**config.mk**
```make
export PLATFORM = sky130hd
export DESIGN_NAME = mult_arbiter
export DESIGN_NICKNAME = d
export VERILOG_FILES = /design/src/rtl/mult_arbiter.sv
export SDC_FILE = /design/constraint.sdc
export NUM_CORES = 1
export LEC_CHECK = 0
export CAP_MARGIN = 15
export CORE_MARGIN = 2
export CORE_UTILIZATION = 40
export DETAILED_ROUTE_END_ITERATION = 10
export GPL_ROUTABILITY_DRIVEN = 0
export PLACE_DENSITY = 0.79
export SYNTH_ARGS = -nofsm -noshare
export SYNTH_HDL_FRONTEND = slang
export SYNTH_SLANG_ARGS = --single-unit
export TNS_END_PERCENT = 30
```
**constraint.sdc**
```tcl
create_clock -name i_clk -period 3.63 [get_ports i_clk]
set_input_delay 0.726 -clock i_clk [delete_from_list [all_inputs] [get_ports i_clk]]
set_output_delay 0.726 -clock i_clk [all_outputs]
set_load 0.01 [all_outputs]
```
**src/rtl/mult_arbiter.sv**
```systemverilog
// Two-requester round-robin front end for a shift-add multiplier datapath.
// Optional RUN watchdog enabled with `define MULT_ARB_TIMEOUT_EN (limit set by TIMEOUT).
module mult_arbiter #(
    parameter int DW      = 8,
    parameter int TIMEOUT = 32
) (
    input  logic            i_clk,
    input  logic            i_rst,
    input  logic            i_req0,
    input  logic            i_req1,
    input  logic [DW-1:0]   i_a0,
    input  logic [DW-1:0]   i_b0,
    input  logic [DW-1:0]   i_a1,
    input  logic [DW-1:0]   i_b1,
    output logic            o_gnt0,
    output logic            o_gnt1,
    output logic            o_done0,
    output logic            o_done1,
    output logic [2*DW-1:0] o_result,
    output logic            o_err,
    output logic            o_busy,
    output logic            o_clean,
    output logic            o_load,
    output logic [DW-1:0]   o_mltnd,
    output logic [DW-1:0]   o_mlter,
    input  logic            i_mltd_done,
    input  logic            i_mltr_done,
    input  logic [2*DW-1:0] i_product,
    output logic [2:0]      dbg_state
);
    // Handshake: a request is a level sampled only in IDLE; the grant stays high
    // from CLEAN through RESP and the matching done pulses for one cycle in RESP.
    typedef enum logic [2:0] {IDLE, CLEAN, LOAD, RUN, CAPTURE, RESP} state_t;

    state_t state;
    logic   last;       // requester served most recently
    logic   win;
    logic   sticky_d;
    logic   sticky_r;
    logic   both_done;
    logic   timed_out;

    // Single request wins outright; on a tie the one not served last wins.
    assign win       = (i_req0 && i_req1) ? ~last : i_req1;
    assign both_done = (sticky_d | i_mltd_done) & (sticky_r | i_mltr_done);
    assign dbg_state = state;

`ifdef MULT_ARB_TIMEOUT_EN
    localparam int CW = $clog2(TIMEOUT + 1);
    logic [CW-1:0] run_cnt;
    assign timed_out = !both_done && (run_cnt == CW'(TIMEOUT - 1));
`else
    logic unused_timeout;
    assign unused_timeout = (TIMEOUT > 0);
    assign timed_out      = 1'b0;
    assign o_err          = 1'b0;
`endif

    always_ff @(posedge i_clk or posedge i_rst) begin
        if (i_rst) begin
            state    <= IDLE;
            last     <= 1'b1;
            o_gnt0   <= 1'b0;
            o_gnt1   <= 1'b0;
            o_done0  <= 1'b0;
            o_done1  <= 1'b0;
            o_result <= '0;
            o_busy   <= 1'b0;
            o_clean  <= 1'b0;
            o_load   <= 1'b0;
            o_mltnd  <= '0;
            o_mlter  <= '0;
            sticky_d <= 1'b0;
            sticky_r <= 1'b0;
`ifdef MULT_ARB_TIMEOUT_EN
            run_cnt  <= '0;
            o_err    <= 1'b0;
`endif
        end else begin
            o_clean <= 1'b0;
            o_load  <= 1'b0;
            o_done0 <= 1'b0;
            o_done1 <= 1'b0;
`ifdef MULT_ARB_TIMEOUT_EN
            o_err   <= 1'b0;
`endif
            case (state)
                IDLE: begin
                    if (i_req0 || i_req1) begin
                        state   <= CLEAN;
                        o_busy  <= 1'b1;
                        o_clean <= 1'b1;
                        o_gnt0  <= ~win;
                        o_gnt1  <= win;
                        o_mltnd <= win ? i_a1 : i_a0;
                        o_mlter <= win ? i_b1 : i_b0;
                    end
                end
                CLEAN: begin
                    state  <= LOAD;
                    o_load <= 1'b1;
                end
                LOAD: begin
                    state    <= RUN;
                    sticky_d <= 1'b0;
                    sticky_r <= 1'b0;
`ifdef MULT_ARB_TIMEOUT_EN
                    run_cnt  <= '0;
`endif
                end
                RUN: begin
                    sticky_d <= sticky_d | i_mltd_done;
                    sticky_r <= sticky_r | i_mltr_done;
`ifdef MULT_ARB_TIMEOUT_EN
                    run_cnt  <= run_cnt + 1'b1;
`endif
                    if (both_done) begin
                        state <= CAPTURE;
                    end else if (timed_out) begin
                        // Watchdog abort: report a zero product flagged as an error.
                        state    <= RESP;
                        o_result <= '0;
                        o_done0  <= o_gnt0;
                        o_done1  <= o_gnt1;
                        o_mltnd  <= '0;
                        o_mlter  <= '0;
`ifdef MULT_ARB_TIMEOUT_EN
                        o_err    <= 1'b1;
`endif
                    end
                end
                CAPTURE: begin
                    state    <= RESP;
                    o_result <= i_product;
                    o_done0  <= o_gnt0;
                    o_done1  <= o_gnt1;
                    o_mltnd  <= '0;
                    o_mlter  <= '0;
                end
                RESP: begin
                    state  <= IDLE;
                    last   <= o_gnt1;
                    o_gnt0 <= 1'b0;
                    o_gnt1 <= 1'b0;
                    o_busy <= 1'b0;
                end
                default: state <= IDLE;
            endcase
        end
    end
endmodule

```
==> qor.log, run 1 <==
INFO  status         outcome=complete, no violations
INFO  clock_tree     cts_inserted_buffers=5
INFO  drt            vias=1517
INFO  die            fp.dieArea=0.00569mm2
INFO  setup_path     worstSetupStartpointType=flip-flop
INFO  logic_synthesis syn-cell-area=0.00204mm2
INFO  die            fp.dieW=75.4um
INFO  setup_path     cp-end-kind=flip-flop
INFO  clock_tree     cts_tree=built
INFO  power_and_ir_drop p_sw_share=32.8%
INFO  finish         design_area=0.00308mm2
INFO  grt            gr-usage-all-layers=16.5%
INFO  grt            grt_first_pass_wirelength=7020um
INFO  grt            grt_overflow_total=0
INFO  sta            min_period=2.30ns
INFO  finish         layout-area-overhead-vs-synth=50.8%
INFO  die            num_io_pins=97
INFO  worst_hold_path path_category_of_the_worst_min_delay_check=reg -> reg
INFO  drt            ant_nets=0
INFO  sta            clock_skew=0.00578ns
INFO  finish         layout.cells.non_filler=318
INFO  logic_synthesis synth-async-reset-ratio=100%
INFO  clock_tree     cts_resized=0
INFO  worst_hold_path min-delay-start=o_result[11]
INFO  clock_tree     ctsHtreeMaxLevel=2
INFO  clock_tree     cts_post_setup_buffers_inserted=0
INFO  sta            hold_viol_final=0
INFO  logic_synthesis syn_inst=157
INFO  setup_path     required=3.81ns
INFO  power_and_ir_drop leakagePower=0.00137uW
INFO  setup_path     worst_r2r_endpoint=o_result[14]
INFO  drt            drt_first_iter_violations=102
INFO  finish         drive_above_1_share=12.4%
INFO  setup_path     timing.critical_path.max_delay_family=simple AND/OR/NAND/NOR gates
INFO  drt            dr.max_layer_used=met4
INFO  sta            slew_headroom=29.9%
INFO  logic_synthesis synth_warnings=0
INFO  drt            drc=0
INFO  grt            number_of_antenna_violations_at_the_first_check_in_global_routing=0
INFO  clock_tree     clk_latency=0.29ns
INFO  power_and_ir_drop finalPower=2390uW
INFO  setup_path     cpMaxStageDelayCell=or3b_1
INFO  drt            finalWirelength=4530um
INFO  setup_path     r2r_start=dbg_state[1]
INFO  clock_tree     cts.clk_slew.worst_paths=0.08ns
INFO  setup_path     r2r_slack=1.33ns
INFO  sta            timing.setup.tns=0ns
INFO  clock_tree     cts.sink_count=45
INFO  power_and_ir_drop vdd_ir_drop_max=346uV
INFO  finish         num_antenna_cells=0
INFO  clock_tree     root_buffer=clkbuf_8
INFO  drt            routed-wl-met2=2240um
INFO  power_and_ir_drop power.combinational.fraction=49.1%
INFO  finish         design.final.nets=304
INFO  placed_design  placed_area=0.00299mm2
INFO  power_and_ir_drop switchingPower=783uW
INFO  power_and_ir_drop power.internal=1610uW
INFO  sta            rsz0062_at_grt=false
INFO  placed_design  place.detailed.instances=310
INFO  die            number_of_placement_rows=25
INFO  drt            wl_met1=1880um
INFO  power_and_ir_drop power.share.sequential=38.5%
INFO  worst_hold_path hold_path_cells=1
INFO  logic_synthesis edff_count_synth=0
INFO  setup_path     path_cells=or3b_1 > buf_4 > mux2_2
INFO  sta            layout_setup_ws=1.33ns
INFO  die            initial_core_util=42.4%
INFO  clock_tree     clock_path_buffers=2
INFO  placed_design  detailedPlace.worstSlack=1.00ns
INFO  worst_hold_path worstHoldEndpoint=o_result[11]
INFO  drt            drt-vias-per-instance=4.77
INFO  sta            timing_worst_slew_pin_value=1.05ns
INFO  flow_run       maxCapViolCount=0
INFO  drt            routed-wl-met3=368um
INFO  placed_design  post-dp-hpwl=3290um
INFO  logic_synthesis synth_top_flop_cell=dfrtp_1
INFO  die            chipHeight=75.4um
INFO  sta            finalSetupViolations=0
INFO  logic_synthesis synth_sequential_area_ratio=55.2%
INFO  power_and_ir_drop pwr_density_cell=777mW/mm2
INFO  placed_design  port_buffers=95
INFO  grt            grt_pass1_vias=1479
INFO  sta            final-max-slew-violation-count=0
INFO  logic_synthesis syn_nets=211
INFO  logic_synthesis postSynthAreaPerCell=13.0um2
INFO  logic_synthesis yosys_register_bits=45
INFO  grt            grt_max_degree=46
INFO  setup_path     timing_worst_setup_path_type=reg -> reg
INFO  setup_path     arrival_time_of_the_worst_setup_path=2.49ns
INFO  setup_path     critical_path.max_fanout=26
INFO  sta            min_period_over_period=63.4%
INFO  setup_path     worstRegToRegCells=3
INFO  logic_synthesis synth_cell_types=30
INFO  drt            drtPass1Iterations=4
INFO  power_and_ir_drop power.clock.fraction=12.4%
INFO  sta            timing.fmax=435MHz
INFO  drt            routed_wire_length_per_instance=14.2um
INFO  setup_path     crit_buf_inv=1
INFO  setup_path     worst_path_largest_cell_delay=0.88ns
INFO  clock_tree     cts.hold.buffers_added=0
INFO  die            area_of_the_core_region=0.00482mm2
## cells by family after synthesis
group | Yosys count | share of synthesized area, %
muxes | 49 | 27.3
DFF | 45 | 55.2
and+or+nand+nor | 36 | 7.97
buffers and inverters | 14 | 5.46
AOI/OAI and AO/OA | 12 | 3.86
other | 1 | 0.184
## sequential cells by signal, summed over array words and instances, names as in the netlist
name	count
o_done0	1
o_load	1
last	1
o_busy	1
sticky_r	1
o_clean	1
o_gnt1	1
o_gnt0	1
o_done1	1
o_mltnd	8
dbg_state	3
o_mlter	8
sticky_d	1
o_result	16
## final cells by class
type / instances / area [um2]
multi-input cells: 98 / 806
inverters: 3 / 11.3
well taps: 67 / 83.8
repair buffers: 97 / 966
clock buffers: 6 / 72.6
fillers: 402 / 1740
flip-flops and latches: 45 / 1130
clock inverters: 2 / 10.0
## synth_stat cells, drive strengths merged, types with 2 or more instances
cell type	count	area share, %
a21oi	4	0.98
and2	2	0.61
buf	9	4.5
clkbuf	2	0.37
dfrtp	44	54
inv	3	0.55
mux2	17	12
mux2i	32	16
nand2	17	3.1
nand2b	2	0.61
nor2	7	1.3
nor3	3	0.74
o21ai	2	0.49
## worst max-delay path by stage
stage | end | depth (start not counted) | startpoint | slack (ns)
after global routing | o_result[14] | 3 | dbg_state[1] | 1.17
final | o_result[14] | 3 | dbg_state[1] | 1.33
after CTS | o_result[14] | 3 | dbg_state[1] | 1.31
after global placement | o_gnt0 | 4 | i_req0 | 1.07
after detailed placement | o_gnt0 | 4 | i_req0 | 1.00
after floorplan | dbg_state[0] | 1 | i_rst | 1.85
## routing by layer
layer	track usage, %	vias to the layer above
li1	-	723
met1	21.0	726
met2	26.9	63
met3	5.42	5
met4	4.87	0
met5	0	-
## layout by cell type, fill, tap and decap left out, drive strengths merged, types with 2 or more instances in the layout
| cell | n |
|---|---|
| inv | 3 |
| clkdlybuf4s50 | 95 |
| nand2 | 17 |
| mux2 | 17 |
| mux2i | 32 |
| clkbuf | 6 |
| and2 | 2 |
| nand2b | 2 |
| o21ai | 2 |
| dfrtp | 44 |
| clkinv | 2 |
| buf | 2 |
| a21oi | 4 |
| nor3 | 3 |
| nor2 | 7 |
## through the flow
step / hold slack, ns / util (%)
after floorplan: 0.485 / -
after global placement: 0.486 / 62.2
after detailed placement: 0.491 / 62.2
after CTS: 0.513 / 63.9
after global routing: 0.530 / 63.9
final: 0.509 / 63.9
## worst register-to-register path, cell delays in order, from the launching register on
cell,delay [ns]
dfrtp_1,0.59
or3b_1,0.88
buf_4,0.37
mux2_2,0.35
## power by group through the flow
| stage | registers [uW] | clock network (uW) | logic, uW |
|---|---|---|---|
| 5_1_grt | 954 | 326 | 1280 |
| 2_1_floorplan | 995 | 0 | 532 |
| 4_1_cts | 919 | 303 | 1190 |
| 3_3_place_gp | 916 | 0 | 1160 |
| 3_5_place_dp | 928 | 0 | 1190 |
| 6_report | 920 | 297 | 1170 |
Power figures use the tool's default switching activity.
==> run 2, diff against run 1 <==
--- a/config.mk
+++ b/config.mk
@@ -7,10 +7,10 @@
 export LEC_CHECK = 0
 export CAP_MARGIN = 15
 export CORE_MARGIN = 2
-export CORE_UTILIZATION = 40
+export CORE_UTILIZATION = 37
 export DETAILED_ROUTE_END_ITERATION = 10
 export GPL_ROUTABILITY_DRIVEN = 0
-export PLACE_DENSITY = 0.79
+export PLACE_DENSITY = 0.77
 export SYNTH_ARGS = -nofsm -noshare
 export SYNTH_HDL_FRONTEND = slang
 export SYNTH_SLANG_ARGS = --single-unit
==> constraint.sdc (replaced) <==
create_clock -name i_clk -period 2.1 [get_ports i_clk]
set_input_delay 0.42 -clock i_clk [delete_from_list [all_inputs] [get_ports i_clk]]
set_output_delay 0.42 -clock i_clk [all_outputs]
set_load 0.01 [all_outputs]
==> run 2 against run 1 <==
  * Die area is 7.7% higher
  * Cell count is 3.8% higher
  * Register-to-register slack worse by 0.97 ns
  * Largest cell class unchanged
==> qor.log, run 2 (synthesized netlist as in run 1, its figures left out) <==
INFO  setup_path     timing.critical_path.max_delay_family=buffers and inverters
INFO  power_and_ir_drop pwr_density_cell=1340mW/mm2 [+72%]
INFO  clock_tree     cts.sink_count=45 [unchanged]
INFO  finish         largest_register=o_result
INFO  drt            vias=1533 [+1.1%]
INFO  setup_path     r2r_slack=0.36ns [-0.97 ns]
INFO  die            area_of_the_core_region=0.00541mm2 [+12%]
INFO  placed_design  placed_area=0.00307mm2 [+2.4%]
INFO  sta            finalSetupViolations=0 [unchanged]
INFO  die            fp.dieArea=0.00613mm2 [+7.7%]
INFO  placed_design  post-dp-hpwl=3650um [+11%]
INFO  drt            ant_nets=0 [unchanged]
INFO  setup_path     worstRegToRegCells=3 [unchanged]
INFO  finish         mostFrequentLayoutCell=clkdlybuf4s50_1
INFO  setup_path     required=1.68ns [-2.13 ns]
INFO  finish         design_area=0.00316mm2 [+2.6%]
INFO  worst_hold_path path_category_of_the_worst_min_delay_check=in -> async
INFO  finish         num_antenna_cells=0 [unchanged]
INFO  drt            finalWirelength=4700um [+3.9%]
INFO  clock_tree     cts.hold.buffers_added=0 [unchanged]
INFO  sta            hold_viol_final=0 [unchanged]
INFO  clock_tree     cts_post_setup_buffers_inserted=0 [unchanged]
INFO  placed_design  port_buffers=95 [unchanged]
INFO  drt            drc=0 [unchanged]
INFO  setup_path     worst_path_largest_cell_delay=0.55ns [-0.33 ns]
INFO  sta            final-max-slew-violation-count=0 [unchanged]
INFO  placed_design  detailedPlace.worstSlack=0.277ns [-0.727 ns]
INFO  die            num_io_pins=97 [unchanged]
INFO  clock_tree     cts.clk_slew.worst_paths=0.07ns [about the same]
INFO  setup_path     critical_path.max_fanout=12 [-54%]
INFO  setup_path     path_cells=buf_4 > clkdlybuf4s50_1
INFO  clock_tree     cts_resized=0 [unchanged]
INFO  sta            layout_setup_ws=0.312ns [-1.02 ns]
INFO  sta            min_period=1.79ns
INFO  clock_tree     clk_latency=0.29ns [about the same]
INFO  clock_tree     clock_path_buffers=2 [unchanged]
INFO  setup_path     worstSetupStartpointType=flip-flop
INFO  clock_tree     root_buffer=clkbuf_8
INFO  finish         layout-area-overhead-vs-synth=54.6%
INFO  drt            drt_first_iter_violations=48 [-53%]
INFO  grt            gr-usage-all-layers=15.7% [-0.77 points]
INFO  setup_path     crit_buf_inv=2 [+1]
INFO  setup_path     cpMaxStageDelayCell=clkdlybuf4s50_1
INFO  power_and_ir_drop leakagePower=0.00141uW [+3.1%]
INFO  die            chipHeight=78.3um [+3.8%]
INFO  flow_run       maxCapViolCount=0 [unchanged]
INFO  setup_path     timing_worst_setup_path_type=reg -> out
INFO  finish         reg.largest.list=o_result (16), o_mlter (8), o_mltnd (8)
INFO  grt            grt_overflow_total=0 [unchanged]
INFO  sta            timing.setup.tns=0ns [unchanged]
INFO  finish         layout_common_cells=95 x clkdlybuf4s50_1, 44 x dfrtp_1, 32 x mux2i_1, 17 x nand2_1, 12 x mux2_4
INFO  drt            drtPass1Iterations=4 [unchanged]
INFO  clock_tree     ctsHtreeMaxLevel=2 [unchanged]
INFO  grt            grt_first_pass_wirelength=7510um [+7.0%]
INFO  die            fp.dieW=78.3um [+3.8%]
INFO  finish         largest_register_ffs=16 [unchanged]
INFO  status         outcome=complete, no violations
INFO  power_and_ir_drop vdd_ir_drop_max=486uV [+40%]
INFO  grt            number_of_antenna_violations_at_the_first_check_in_global_routing=0 [unchanged]
INFO  setup_path     arrival_time_of_the_worst_setup_path=1.37ns [-1.12 ns]
INFO  setup_path     cp-end-kind=output port
INFO  finish         design.final.nets=311 [+2.3%]
INFO  finish         drive_above_1_share=14.3% [+2.0 points]
INFO  sta            min_period_over_period=85.1%
INFO  drt            drt-vias-per-instance=4.65 [-2.6%]
INFO  clock_tree     cts_inserted_buffers=5 [unchanged]
INFO  die            initial_core_util=37.8% [-4.6 points]
INFO  sta            clock_skew=0.00476ns [-0.00102 ns]
INFO  clock_tree     cts_tree=built
INFO  grt            grt_max_degree=27 [-41%]
INFO  sta            rsz0062_at_grt=false
INFO  die            number_of_placement_rows=27 [+8.0%]
INFO  grt            grt_pass1_vias=1576 [+6.6%]
INFO  setup_path     cp_num_cells=2 [-1]
INFO  drt            routed_wire_length_per_instance=14.2um [+0.13%]
INFO  sta            timing.fmax=559MHz
## run 2: cell types whose count changed in the layout (fill, tap and decap cells not counted)
| cell | change |
|---|---|
| clkinv_2 | -2 |
| buf_12 | +1 |
| clkbuf_1 | +1 |
| buf_4 | +6 |
| clkbuf_8 | +1 |
## run 2: path summary, 6_finish.rpt
check | startpoint | to
max | dbg_state[1] | dbg_state[1]
min | i_rst | o_mltnd[1]
max reg2reg | dbg_state[0] | o_result[1]
min reg2reg | o_result[13] | o_result[13]
max in group asynchronous | i_rst | o_mlter[7]
min in group i_clk | o_result[13] | o_result[13]
## run 2: worst reg2reg max path: cells and delay by family, from the launching register on
kind	cells	cell delay, ns
buffers and inverters	1	0.26
flip-flops	1	0.45
multiplexers	1	0.32
AND/OR/NAND/NOR	1	0.60
## run 2: routing by layer
layer,track usage [%],routed length [um],up-vias
li1,-,-,737
met1,19.6,2150,717
met2,26.2,2180,75
met3,4.83,348,4
met4,4.74,26,0
met5,0,0,-
## run 2: final cells by class
cell class	count	area, um2
clock buffers	8	90.1
fillers	479	2250
well taps	72	90.1
repair buffers	104	1030
inverters	3	11.3
flip-flops and latches	45	1130
multi-input cells	98	806
## run 2: through the flow
step | std cells | hold WS (ns) | power [uW] | util (%)
6_report | 330 | 0.468 | 4220 | 58.4
5_1_grt | 330 | 0.515 | 4490 | 58.4
4_1_cts | 330 | 0.482 | 4280 | 58.4
3_5_place_dp | 322 | 0.491 | 3720 | 56.7
3_3_place_gp | 322 | 0.489 | 3660 | 56.7
2_1_floorplan | 157 | 0.485 | 2640 | -
## run 2: power breakdown
group,switching (uW),internal (uW)
combinational,847,1300
clock,267,268
sequential,242,1300
